`src/rtl/muldiv_sequencer_pkg.sv`:
```
// Shared encodings for the HI/LO multiply/divide sequencer.
// The controller and the datapath both import this package.
package muldiv_sequencer_pkg;

   localparam int OP_W = 3;

   typedef enum logic [OP_W-1:0] {
      OP_MULT  = 3'd0,
      OP_MULTU = 3'd1,
      OP_DIV   = 3'd2,
      OP_DIVU  = 3'd3,
      OP_MTHI  = 3'd4,
      OP_MTLO  = 3'd5,
      OP_MFHI  = 3'd6,
      OP_MFLO  = 3'd7
   } op_e;

   typedef enum logic [1:0] {
      ST_IDLE = 2'd0,
      ST_RUN  = 2'd1,
      ST_FIX  = 2'd2
   } state_e;

   function automatic logic is_muldiv(input op_e op);
      return op == OP_MULT || op == OP_MULTU || op == OP_DIV || op == OP_DIVU;
   endfunction

endpackage

```
`src/rtl/muldiv_sequencer_if.sv`:
```
// Pipeline-side request/response bundle of the HI/LO sequencer.
// The master drives the request; the slave returns HI/LO and the status bits.
interface muldiv_sequencer_if #(parameter int DATA_W = 32);
   import muldiv_sequencer_pkg::*;

   logic              Start;
   op_e               Op;
   logic [DATA_W-1:0] OpA;
   logic [DATA_W-1:0] OpB;
   logic              Abort;
   logic [DATA_W-1:0] HI;
   logic [DATA_W-1:0] LO;
   logic [DATA_W-1:0] ReadData;
   logic              Busy;
   logic              Stall;
   logic              Done;

   modport master (
      output Start, Op, OpA, OpB, Abort,
      input  HI, LO, ReadData, Busy, Stall, Done
   );

   modport slave (
      input  Start, Op, OpA, OpB, Abort,
      output HI, LO, ReadData, Busy, Stall, Done
   );
endinterface

```
`src/rtl/muldiv_sign_fix.sv`:
```
// Conditional two's-complement negation, either of two independent words
// or of the pair {a,b} treated as one double-width value.
module muldiv_sign_fix #(
   parameter int W = 32
) (
   input  logic [W-1:0] a,
   input  logic [W-1:0] b,
   input  logic         neg_a,
   input  logic         neg_b,
   input  logic         wide,
   output logic [W-1:0] a_out,
   output logic [W-1:0] b_out
);
   logic [2*W-1:0] wide_val;

   always_comb begin
      wide_val = neg_a ? -{a, b} : {a, b};
      if (wide) begin
         a_out = wide_val[2*W-1:W];
         b_out = wide_val[W-1:0];
      end else begin
         a_out = neg_a ? -a : a;
         b_out = neg_b ? -b : b;
      end
   end
endmodule

```
`src/rtl/muldiv_sequencer.sv`:
```
// Iterative HI/LO multiply/divide unit: one shift-add or restoring
// shift-subtract step per RUN cycle, sign correction in FIX.
module muldiv_sequencer
   import muldiv_sequencer_pkg::*;
#(
   parameter int DATA_W = 32,
   parameter int CNT_W  = 6
) (
   input logic               Clk,
   input logic               Reset,
   muldiv_sequencer_if.slave bus
);
   state_e            state, state_next;
   logic [CNT_W-1:0]  cnt;
   logic [DATA_W-1:0] hi_reg, lo_reg;
   logic [DATA_W-1:0] rem_reg, quo_reg, mag_reg;
   logic              neg_hi_reg, neg_lo_reg, is_div_reg, done_reg;

   logic              idle, accept, op_signed, op_div, div_by_zero, last_step, prod_neg;
   logic [DATA_W-1:0] a_abs, b_abs, fix_hi, fix_lo;
   logic [DATA_W:0]   mul_sum, div_shift, div_diff;

   assign idle        = (state == ST_IDLE);
   assign op_signed   = (bus.Op == OP_MULT) || (bus.Op == OP_DIV);
   assign op_div      = (bus.Op == OP_DIV) || (bus.Op == OP_DIVU);
   assign div_by_zero = op_div && (bus.OpB == '0);
   assign accept      = idle && bus.Start && !bus.Abort && is_muldiv(bus.Op);
   assign last_step   = (cnt == CNT_W'(DATA_W - 1));
   assign prod_neg    = op_signed && (bus.OpA[DATA_W-1] ^ bus.OpB[DATA_W-1]);

   muldiv_sign_fix #(.W(DATA_W)) u_entry_fix (
      .a     (bus.OpA),
      .b     (bus.OpB),
      .neg_a (op_signed && bus.OpA[DATA_W-1]),
      .neg_b (op_signed && bus.OpB[DATA_W-1]),
      .wide  (1'b0),
      .a_out (a_abs),
      .b_out (b_abs)
   );

   // Multiply keeps the product in {rem,quo}, so it is negated as one wide value.
   muldiv_sign_fix #(.W(DATA_W)) u_result_fix (
      .a     (rem_reg),
      .b     (quo_reg),
      .neg_a (neg_hi_reg),
      .neg_b (neg_lo_reg),
      .wide  (!is_div_reg),
      .a_out (fix_hi),
      .b_out (fix_lo)
   );

   assign mul_sum   = {1'b0, rem_reg} + (quo_reg[0] ? {1'b0, mag_reg} : '0);
   assign div_shift = {rem_reg, quo_reg[DATA_W-1]};
   assign div_diff  = div_shift - {1'b0, mag_reg};

   always_ff @(posedge Clk or posedge Reset) begin
      if (Reset) state <= ST_IDLE;
      else       state <= state_next;
   end

   always_comb begin
      state_next = state;
      unique case (state)
         ST_IDLE: if (accept) state_next = div_by_zero ? ST_FIX : ST_RUN;
         ST_RUN:  if (bus.Abort) state_next = ST_IDLE;
                  else if (last_step) state_next = ST_FIX;
         ST_FIX:  state_next = ST_IDLE;
         default: state_next = ST_IDLE;
      endcase
   end

   always_comb begin
      bus.Busy  = !idle;
      bus.Stall = bus.Start && !idle;
      bus.Done  = done_reg;
      bus.HI    = hi_reg;
      bus.LO    = lo_reg;
      case (bus.Op)
         OP_MFHI: bus.ReadData = hi_reg;
         OP_MFLO: bus.ReadData = lo_reg;
         default: bus.ReadData = '0;
      endcase
   end

   always_ff @(posedge Clk or posedge Reset) begin
      if (Reset) begin
         cnt        <= '0;
         hi_reg     <= '0;
         lo_reg     <= '0;
         rem_reg    <= '0;
         quo_reg    <= '0;
         mag_reg    <= '0;
         neg_hi_reg <= 1'b0;
         neg_lo_reg <= 1'b0;
         is_div_reg <= 1'b0;
         done_reg   <= 1'b0;
      end else begin
         done_reg <= 1'b0;
         unique case (state)
            ST_IDLE: begin
               if (accept) begin
                  cnt        <= '0;
                  is_div_reg <= op_div;
                  rem_reg    <= '0;
                  if (div_by_zero) begin
                     // Raw dividend and all-ones pass through FIX uncorrected.
                     rem_reg    <= bus.OpA;
                     quo_reg    <= '1;
                     mag_reg    <= '0;
                     neg_hi_reg <= 1'b0;
                     neg_lo_reg <= 1'b0;
                  end else if (op_div) begin
                     quo_reg    <= a_abs;
                     mag_reg    <= b_abs;
                     neg_hi_reg <= op_signed && bus.OpA[DATA_W-1];
                     neg_lo_reg <= prod_neg;
                  end else begin
                     quo_reg    <= b_abs;
                     mag_reg    <= a_abs;
                     neg_hi_reg <= prod_neg;
                     neg_lo_reg <= prod_neg;
                  end
               end else if (bus.Start && !bus.Abort && bus.Op == OP_MTHI) begin
                  hi_reg <= bus.OpA;
               end else if (bus.Start && !bus.Abort && bus.Op == OP_MTLO) begin
                  lo_reg <= bus.OpA;
               end
            end
            ST_RUN: begin
               cnt <= cnt + CNT_W'(1);
               if (is_div_reg) begin
                  if (!div_diff[DATA_W]) begin
                     rem_reg <= div_diff[DATA_W-1:0];
                     quo_reg <= {quo_reg[DATA_W-2:0], 1'b1};
                  end else begin
                     rem_reg <= div_shift[DATA_W-1:0];
                     quo_reg <= {quo_reg[DATA_W-2:0], 1'b0};
                  end
               end else begin
                  rem_reg <= mul_sum[DATA_W:1];
                  quo_reg <= {mul_sum[0], quo_reg[DATA_W-1:1]};
               end
            end
            ST_FIX: begin
               if (!bus.Abort) begin
                  hi_reg   <= fix_hi;
                  lo_reg   <= fix_lo;
                  done_reg <= 1'b1;
               end
            end
            default: ;
         endcase
      end
   end
endmodule

```
`src/flat_wrapper.sv`:
```
// flat-port wrapper written by rule: the top's interface ports become plain ports
module muldiv_sequencer_flat import muldiv_sequencer_pkg::*;
#(
   parameter int DATA_W = 32,
   parameter int CNT_W  = 6
)
  (Clk, Reset, bus_Start, bus_Op, bus_OpA, bus_OpB, bus_Abort, bus_HI, bus_LO, bus_ReadData, bus_Busy, bus_Stall, bus_Done);
  muldiv_sequencer_if #(.DATA_W(DATA_W)) bus_i ();
  input logic Clk;
  input logic Reset;
  input wire logic [$bits(bus_i.Start)-1:0] bus_Start;
  input wire logic [$bits(bus_i.Op)-1:0] bus_Op;
  input wire logic [$bits(bus_i.OpA)-1:0] bus_OpA;
  input wire logic [$bits(bus_i.OpB)-1:0] bus_OpB;
  input wire logic [$bits(bus_i.Abort)-1:0] bus_Abort;
  output wire logic [$bits(bus_i.HI)-1:0] bus_HI;
  output wire logic [$bits(bus_i.LO)-1:0] bus_LO;
  output wire logic [$bits(bus_i.ReadData)-1:0] bus_ReadData;
  output wire logic [$bits(bus_i.Busy)-1:0] bus_Busy;
  output wire logic [$bits(bus_i.Stall)-1:0] bus_Stall;
  output wire logic [$bits(bus_i.Done)-1:0] bus_Done;
  assign bus_i.Start = bus_Start;
  assign bus_i.Op = bus_Op;
  assign bus_i.OpA = bus_OpA;
  assign bus_i.OpB = bus_OpB;
  assign bus_i.Abort = bus_Abort;
  assign bus_HI = bus_i.HI;
  assign bus_LO = bus_i.LO;
  assign bus_ReadData = bus_i.ReadData;
  assign bus_Busy = bus_i.Busy;
  assign bus_Stall = bus_i.Stall;
  assign bus_Done = bus_i.Done;
  muldiv_sequencer #(.DATA_W(DATA_W), .CNT_W(CNT_W)) u_core (.Clk(Clk), .Reset(Reset), .bus(bus_i));
endmodule
```
`config.mk`:
```
export PLATFORM = sky130hd
export DESIGN_NAME = muldiv_sequencer_flat
export DESIGN_NICKNAME = d
export VERILOG_FILES = /design/src/rtl/muldiv_sequencer_pkg.sv /design/src/rtl/muldiv_sequencer_if.sv /design/src/rtl/muldiv_sign_fix.sv /design/src/rtl/muldiv_sequencer.sv /design/src/flat_wrapper.sv
export SDC_FILE = /design/constraint.sdc
export NUM_CORES = 1
export LEC_CHECK = 0
export CAP_MARGIN = 20
export CORE_UTILIZATION = 45
export CTS_CLUSTER_DIAMETER = 30
export DETAILED_ROUTE_END_ITERATION = 10
export GPL_ROUTABILITY_DRIVEN = 0
export PLACE_DENSITY_LB_ADDON = 0.25
export SLEW_MARGIN = 20
export SYNTH_ARGS = -nofsm -noshare
export SYNTH_HDL_FRONTEND = slang
export SYNTH_SLANG_ARGS = --single-unit
```
`constraint.sdc`:
```
create_clock -name Clk -period 5.16 [get_ports Clk]
set_input_delay 0.516 -clock Clk [delete_from_list [all_inputs] [get_ports Clk]]
set_output_delay 0.516 -clock Clk [all_outputs]
set_load 0.01 [all_outputs]
```
* After elaboration in Yosys (flattened, before gate mapping)
Index checks and enable logic that the tools add are counted.
Word-level totals: register bits after elaboration 172, latch bits 0, RAM bits 0, ROM bits 0, bits of input ports 71, output and inout port bits 99, word-level logic and storage cells 108, memories kept 0
Cells by class: add/subtract/negate cells 8, $mul 0, divide/modulo/power cells 0, $lt $le $gt $ge 0, equal/unequal tests 17, shifts and indexed selects 0, mux-type cells 43, bitwise operators 1, reduce and logical (&&, ||, !) cells 28
Operators by type and width (number):
- 32-bit 2-to-1 mux | 24
- 32-bit one-hot mux with 2 select lines | 5
- 32-bit negation | 4
- 64-bit 2-to-1 mux | 1
- 64-bit negation | 1
- 32-bit by 33-bit adder with 33-bit output | 1
- 33-bit by 32-bit subtractor with 33-bit output | 1
- 32-bit zero test | 1
- 3-bit == test (second input constant) | 4
- 2-bit inequality test (second input constant) | 6
- 6-bit one-hot mux with 2 select lines | 1
- 1-bit logical AND | 11
- 2-bit 2-to-1 mux | 4
- 6-bit by 1-bit adder with 6-bit output (second input constant) | 1
- 3-bit by 2-bit == test with 1-bit output (second input constant) | 2
- 6-bit by 5-bit == test with 1-bit output (second input constant) | 1
- 1-bit 2-to-1 mux | 6
- 6-bit 2-to-1 mux | 1
- 2-bit AND reduction | 3
- 1-bit logical OR | 5
- 5-bit AND reduction | 1
- 2-bit one-hot mux with 2 select lines | 1
- 4-bit AND reduction | 1
- 2-bit nonzero test | 2
- 8 further kinds | 9

* Longest topological paths before layout
Gate-level depths: netlist of the first run.
depth after elaboration 8, mapped depth 14, depth with buffers taken out 12

* Cells and area by module
Synthesis of the first run repeated with hierarchy kept, for this count alone.
Unflattened totals: cells, all modules 1968, area total of the unflattened synthesis 16099.2 um^2
Modules (own cells, without submodules):
- muldiv_sequencer | times used 1, cells each 1502, area each 12936.2 um^2
- muldiv_sign_fix | times used 2, cells each 233, area each 1581.5 um^2

* Worst setup path after synthesis of the first run
Ideal clock, no wire load.
kind register -> register, from register u_core.quo_reg[11], to register u_core.hi_reg[20], in the netlist u_core.bus.HI[20], library setup time 0.142 ns, arrival time 3.131 ns, data required time 5.018 ns, path slack 1.887 ns, stages on the path, launching flop included 12, path buffers 3, period minus slack after synthesis 3.273 ns, cell sequence dfrtp_1 -> buf_6 -> or4_1 -> buf_2 -> or3_1 -> or4_1 -> buf_2 -> o31a_1 -> or3_4 -> o31ai_4 -> xor2_1 -> o221ai_1
Between the ends: longest elaborated chain between the ends 5
RTL lines:
- start, declared | line muldiv_sequencer.sv:16 | logic [DATA_W-1:0] rem_reg, quo_reg, mag_reg;
- start signal, assigned | line muldiv_sequencer.sv:113 | quo_reg <= a_abs;
- start signal, assigned | line muldiv_sequencer.sv:118 | quo_reg <= b_abs;
- start signal, assigned | line muldiv_sequencer.sv:134 | quo_reg <= {quo_reg[DATA_W-2:0], 1'b1};
- 64-bit negation | line muldiv_sign_fix.sv:17 | wide_val = neg_a ? -{a, b} : {a, b};
- 64-bit 2-to-1 mux | line muldiv_sign_fix.sv:17
- 32-bit 2-to-1 mux | line muldiv_sign_fix.sv:18 | if (wide) begin
- 32-bit 2-to-1 mux | line muldiv_sequencer.sv:145 | if (!bus.Abort) begin
- 32-bit one-hot mux with 2 select lines | line muldiv_sequencer.sv:99 | unique case (state)
- end signal, assigned | line muldiv_sequencer.sv:124 | hi_reg <= bus.OpA;
- end signal, assigned | line muldiv_sequencer.sv:146 | hi_reg <= fix_hi;
- end, declared | line muldiv_sequencer.sv:15 | logic [DATA_W-1:0] hi_reg, lo_reg;
Every way passes these cells. The select of a mux whose other input is x is not followed. A chain may end at the register's enable or synchronous reset.

* Final worst setup path of the first run
from input port bus_OpB[11], to register u_core.quo_reg[29]
Between the ends: longest elaborated chain between the ends 6, elaborated cells between the ends (all ways) 8, those cells by class add/sub: 1; mux: 5; reduce/logical: 2
RTL lines:
- start, declared | line flat_wrapper.sv:14 | input wire logic [$bits(bus_i.OpB)-1:0] bus_OpB;
- 32-bit negation | line muldiv_sign_fix.sv:23 | b_out = neg_b ? -b : b;
- 32-bit 2-to-1 mux | line muldiv_sign_fix.sv:23
- 32-bit 2-to-1 mux | line muldiv_sequencer.sv:112 | end else if (op_div) begin
- 32-bit 2-to-1 mux (*) | line muldiv_sequencer.sv:105 | if (div_by_zero) begin
- 32-bit 2-to-1 mux (*) | line muldiv_sequencer.sv:101 | if (accept) begin
- 32-bit one-hot mux with 2 select lines (*) | line muldiv_sequencer.sv:99
Mark *: on every way between the ends. The rest lies on a longest branch, timed or not. The select of a mux whose other input is x is not followed.

==> flow_summary_export.csv, run 1 <==
group,metric,value,unit
timing,clock_skew,8.923,ps
cts,tritoncts,"yes",
cts,cts_buffers,17,
cts,post_cts_buffers,0,
cts,cts_buffer_depth,2,
cells_and_area,seq_area,4305,um2
floorplan,die_x,186.4,um
detailed_routing,via_per_inst,6.254,
cells_and_area,final_area,17880,um2
cts,hold_buffers,0,
cells_and_area,layout-drive-gt1-share,4.521,%
grt,antenna_found_initial,0,
yosys,synthDistinctLibCells,76,
critical_path,path_class,"input pin to register",
cts,cts_sinks,172,
cells_and_area,nFillCells,3131,
yosys,synth_edf_count,0,
cts,clk_latency,450,ps
hold_path,hold_path.class,"register to register",
grt,grt_pass1_vias,14810,
yosys,synth_cells,1984,
critical_path,endpoint_kind,"register",
timing,timing.final.crit_period,3922,ps
placed_design,port_buffers,169,
floorplan,rows,67,
power,power_leakage,7.212,nW
critical_path,ff2ff_setup_slack,1360,ps
cells_and_area,nets,2209,
yosys,synth_ff_type,"dfrtp_1",
detailed_routing,remaining_drc_errors,0,
yosys,yosysWarnings,0,
timing,tns,0,ps
floorplan,core-area,33450,um2
timing,final.period_utilization,76.02,%
detailed_routing,ant_nets,0,
status,status,"finished, final reports clean",
yosys,yosysTopAreaCell,"dfrtp_1",
floorplan,dieArea,34740,um2
yosys,syn_area,15300,um2
yosys,ys_seq_area_share,28.14,%
critical_path,reg2reg_depth,13,
yosys,ys_ff_latch,172,
detailed_routing,wl,53.05,mm
floorplan,die_y,186.4,um
timing,slew_viol_final,0,
grt,grt_pass1_wl,83.28,mm
cells_and_area,syn_to_final_growth,16.90,%
cts,cts_max_level,4,
detailed_routing,drtPass1Iterations,7,
cts,cts.clk_slew.worst_paths,70,ps
cts,cts_root_buffer,"clkbuf_16",
yosys,synth_top_area_share,28.14,%
timing,clock.fmax,0.2549,GHz
grt,grt_max_degree,104,
grt,grt-ovfl-total,0,
placed_design,place_hpwl,40.72,mm
yosys,synth_nets,2126,
cells_and_area,multiInputGateArea,10290,um2
yosys,yosys-top-cells-area,"dfrtp_1, ha_1, nand2_1",
detailed_routing,via_count,15800,
detailed_routing,wl_per_cell,20.99,um
power,finalPower,9.161,mW
placed_design,pre_cts_slack,902.9,ps
critical_path,critPathLaunchType,"input pin",
cts,ctsResizeCount,0,
power,ir_worst_vdd,0.2585,mV
timing,worst_slew_pin_slew,988.0,ps
timing,setup-violations-final,0,
cells_and_area,final_core_util,53.46,%
grt,grt.total_usage,30.08,%
floorplan,ioPinCount,170,
flow_run,drv_cap,0,
timing,setup_slack,1238,ps
placed_design,place_area,17350,um2
yosys,async_flop_share,100.0,%
timing,finalHoldViolCount,0,
yosys,avgSynthCellArea,7.710,um2
hold_path,hold_depth,1,
critical_path,required,5530,ps
cells_and_area,diodes,0,
critical_path,worstPathArrival,4290,ps
timing,maxSlewHeadroom,33.89,%
timing,rsz0062_at_grt,"false",
power,pwr_density_cell,512.3,nW/um2
detailed_routing,drt_iter0_drc,1554,
critical_path,crit_fanout,10,
floorplan,start_util,45.73,%
layout make-up:
cell class                      count  share of cell area, %
Inverter                           62                  1.322
Timing Repair Buffer              202                  10.99
Multi-Input combinational cell   1612                  57.52
Sequential cell                   172                  24.08
Clock inverter                     10                 0.3848
Clock buffer                       21                  2.575
Tap cell                          448                  3.135
per-layer routing:
| metal | vias to the layer above | share of wire, % | routed length, um | global-route usage [%] |
|---|---|---|---|---|
| met1 | 7478 | 44 | 23500 | 42.75 |
| li1 | 7417 | - | - | - |
| met3 | 102 | 9.4 | 4988 | 4.721 |
| met2 | 806 | 44 | 23140 | 46.51 |
| met4 | 0 | 2.7 | 1421 | 9.758 |
| met5 | - | 0 | 0 | 0 |
stage by stage:
step | hold slack, ps | std cells
5_1_grt | 515.3 | 2527
2_1_floorplan | 455.9 | 1984
6_report | 498.4 | 2527
3_3_place_gp | 477.4 | 2496
4_1_cts | 501.1 | 2527
3_5_place_dp | 484.4 | 2496
where the power goes:
| part | internal (mW) | switching [mW] | leakage (nW) |
|---|---|---|---|
| clock network | 0.637 | 0.573 | 0.243 |
| registers | 1.75 | 0.786 | 2.09 |
| logic | 2.33 | 3.09 | 4.88 |
worst max-delay path, stage by stage:
cell and delay (ps):
clkdlybuf4s50_1 470, or4_1 660, nor4_1 510, nand4bb_1 480, or4_1 750, nand2_1 120, buf_4 190, nor2_1 100
a221o_1 360, a21oi_1 130
cells in the mapped netlist, drive strengths merged, types with 24 or more instances:
library cell  number
nor2             205
xnor2             94
nand3             33
a211oi            27
nand2            220
a221oi            30
xor2              75
a22o              35
dfrtp            172
o31ai             56
a21o              24
a21oi            158
ha                69
clkbuf           120
o211ai            32
mux2i             40
inv               61
o21ai            172
nor3              64
layout by cell type, fill, tap and decap left out, types with 20 or more instances in the layout:
master,synthesis,final
a211oi_1,27,27
a21o_1,24,24
a21oi_1,158,157
a221oi_1,30,30
a22o_1,35,35
buf_4,0,31
clkdlybuf4s50_1,0,169
dfrtp_1,172,171
ha_1,69,69
inv_1,61,60
mux2i_1,40,40
nand2_1,220,220
nand3_1,33,33
nor2_1,205,204
nor3_1,64,64
o211ai_1,32,32
o21ai_0,165,165
o31ai_1,54,54
o41ai_1,20,20
xnor2_1,94,94
xor2_1,75,75
cell families after synthesis:
| logic type | synth area share, % |
|---|---|
| multiplexers | 2.985 |
| adder cells (fa/ha/maj) | 5.905 |
| flip-flops | 28.14 |
| AO/OA/AOI/OAI | 28.53 |
| AND/OR/NAND/NOR | 19.75 |
| XOR/XNOR | 9.676 |
| buffers and inverters | 5.014 |
final timing paths:
kind                                         start            endpoint
worst max-delay path                   bus_OpB[11]  u_core.quo_reg[29]
worst min-delay path                 u_core.cnt[5]       u_core.cnt[5]
worst max register to register  u_core.quo_reg[31]  u_core.rem_reg[16]
worst min register to register       u_core.cnt[5]       u_core.cnt[5]
max in group asynchronous                    Reset       u_core.cnt[3]
min in group asynchronous                    Reset    u_core.bus.LO[5]
Note: power is estimated with default switching activity, not from simulation.
==> inputs of run 2 (changes only) <==
- clock period: 5.16 -> 3.53 ns (I/O delays scaled with it)
==> run 2 against run 1 <==
Design area rose by 4.9%. Non-clock buffer count rose by 99. Core utilization rose by 2.6 points. Clock power rose by 64%. Cell count rose by 4.0%. Global-route usage rose by 1.9 points. Flip-flop and latch count did not move. Highest routed layer unchanged.
==> flow_summary_export.csv, run 2 (synthesis gave the netlist of run 1 again) <==
group,metric,value,unit
detailed_routing,remaining_drc_errors,0,
critical_path,crit_fanout,37,
floorplan,core-area,33450,um2
floorplan,start_util,45.73,%
placed_design,place_hpwl,43.51,mm
grt,grt_max_degree,104,
placed_design,place_inst,2595,
grt,grt_pass1_wl,88.33,mm
power,ir_worst_vdd,0.4464,mV
grt,grt_pass1_vias,15750,
detailed_routing,wl_met1,23.83,mm
floorplan,rows,67,
floorplan,die_y,186.4,um
timing,slew_viol_final,0,
timing,finalHoldViolCount,0,
timing,rsz0062_at_grt,"false",
timing,maxSlewHeadroom,34.54,%
detailed_routing,highest_layer,"met4",
detailed_routing,wl_met2,24.60,mm
cells_and_area,final_cell_mix,"nand2_1, nor2_1, dfrtp_1",
floorplan,ioPinCount,170,
detailed_routing,wl_met3,5.941,mm
timing,tns,0,ps
power,pwr_density_cell,763.7,nW/um2
detailed_routing,drtPass1Iterations,8,
cts,cts_sinks,172,
detailed_routing,wl,56.16,mm
cts,cts_buffer_depth,2,
cells_and_area,fin_cells,2627,
cts,tritoncts,"yes",
critical_path,path_class,"register to register",
detailed_routing,ant_nets,0,
critical_path,r2r_end,"u_core.rem_reg[21]",
detailed_routing,via_per_inst,6.330,
floorplan,die_x,186.4,um
cts,post_cts_buffers,0,
grt,grt.total_usage,31.99,%
cells_and_area,diodes,0,
detailed_routing,drt_iter0_drc,1922,
cells_and_area,final_core_util,56.10,%
timing,clock_skew,11.37,ps
timing,timing.final.crit_period,3418,ps
detailed_routing,via_count,16630,
grt,antenna_found_initial,0,
critical_path,worstPathArrival,3760,ps
timing,worst_slew_pin_slew,981.9,ps
critical_path,ff2ff_setup_slack,110,ps
critical_path,critPathLaunchType,"register",
detailed_routing,wl_per_cell,21.38,um
timing,setup-violations-final,0,
floorplan,dieArea,34740,um2
cts,cts_root_buffer,"clkbuf_16",
cts,cts_max_level,4,
placed_design,port_buffers,169,
cells_and_area,multiInputGateArea,10290,um2
cells_and_area,layout-drive-gt1-share,9.041,%
critical_path,required,3870,ps
flow_run,drv_cap,0,
cells_and_area,syn_to_final_growth,22.66,%
power,finalPower,14.33,mW
cts,cts_buffers,17,
power,power_leakage,7.768,nW
timing,final.period_utilization,96.83,%
critical_path,reg2reg_depth,13,
cells_and_area,nets,2308,
grt,grt-ovfl-total,0,
timing,clock.fmax,0.2925,GHz
critical_path,worstReg2RegStart,"u_core.rem_reg[0]",
cts,clk_latency,450,ps
cells_and_area,nFillCells,3045,
hold_path,hold_path.class,"input pin to async pin",
critical_path,endpoint_kind,"register",
cts,cts.clk_slew.worst_paths,70,ps
cells_and_area,seq_area,4305,um2
cells_and_area,final_common_cell,"nand2_1",
status,status,"finished, final reports clean",
[run 2: layer usage]
| metal | vias to the layer above | GRT usage [%] |
|---|---|---|
| met4 | 0 | 10.93 |
| met5 | - | 0 |
| met1 | 7825 | 44.71 |
| li1 | 7627 | - |
| met3 | 153 | 5.454 |
| met2 | 1023 | 49.80 |
[run 2: worst max-delay path, cell delays in order (launching register included)]
cell and delay (ps):
dfrtp_1 510, inv_1 190, fa_1 250, nand2b_1 150, a21oi_1 80, buf_4 160, o211ai_1 200, nand2_1 160
o311ai_0 560, nand2_1 190, buf_12 220, buf_4 180, mux2i_1 110, a221oi_1 340
[run 2: layout make-up]
class	count	area share (%)
Clock buffer	18	2.340
Clock inverter	14	0.8468
Inverter	62	1.260
Multi-Input combinational cell	1612	54.86
Sequential cell	172	22.94
Tap cell	448	2.987
Timing Repair Buffer	301	14.76
[run 2: worst max path at each step]
stage	depth (start not counted)	startpoint	slack [ps]	endpoint
2_1_floorplan	11	u_core.quo_reg[11]	260	u_core.bus.HI[20]
3_3_place_gp	11	bus_OpB[8]	110	u_core.quo_reg[21]
3_5_place_dp	11	bus_OpB[8]	90	u_core.quo_reg[21]
4_1_cts	13	u_core.quo_reg[0]	170	u_core.rem_reg[25]
5_1_grt	14	u_core.quo_reg[31]	5	u_core.rem_reg[13]
6_report	13	u_core.rem_reg[0]	110	u_core.rem_reg[21]
[run 2: repair_timing]
action                     CTS  global route
hold buffers                 0             0
setup endpoints to repair    0             4
gates resized for setup      0             4
[run 2: per-stage QoR]
stage | setup WS, ps | hold slack [ps] | cell area [um2]
after floorplan | 256.5 | 454.7 | 15300
after global placement | 113.2 | 478.2 | 18150
after detailed placement | 87.70 | 481.7 | 18150
after CTS | 167.6 | 353.5 | 18750
after global routing | 5.125 | 385.3 | 18760
final | 111.7 | 339.8 | 18760
[run 2: where the power goes]
group          leakage, nW  internal [mW]  switching, mW
clock                0.287           1.08          0.914
sequential            2.09           2.57          0.664
combinational         5.39           3.84           5.27
total                 7.77           7.48           6.85
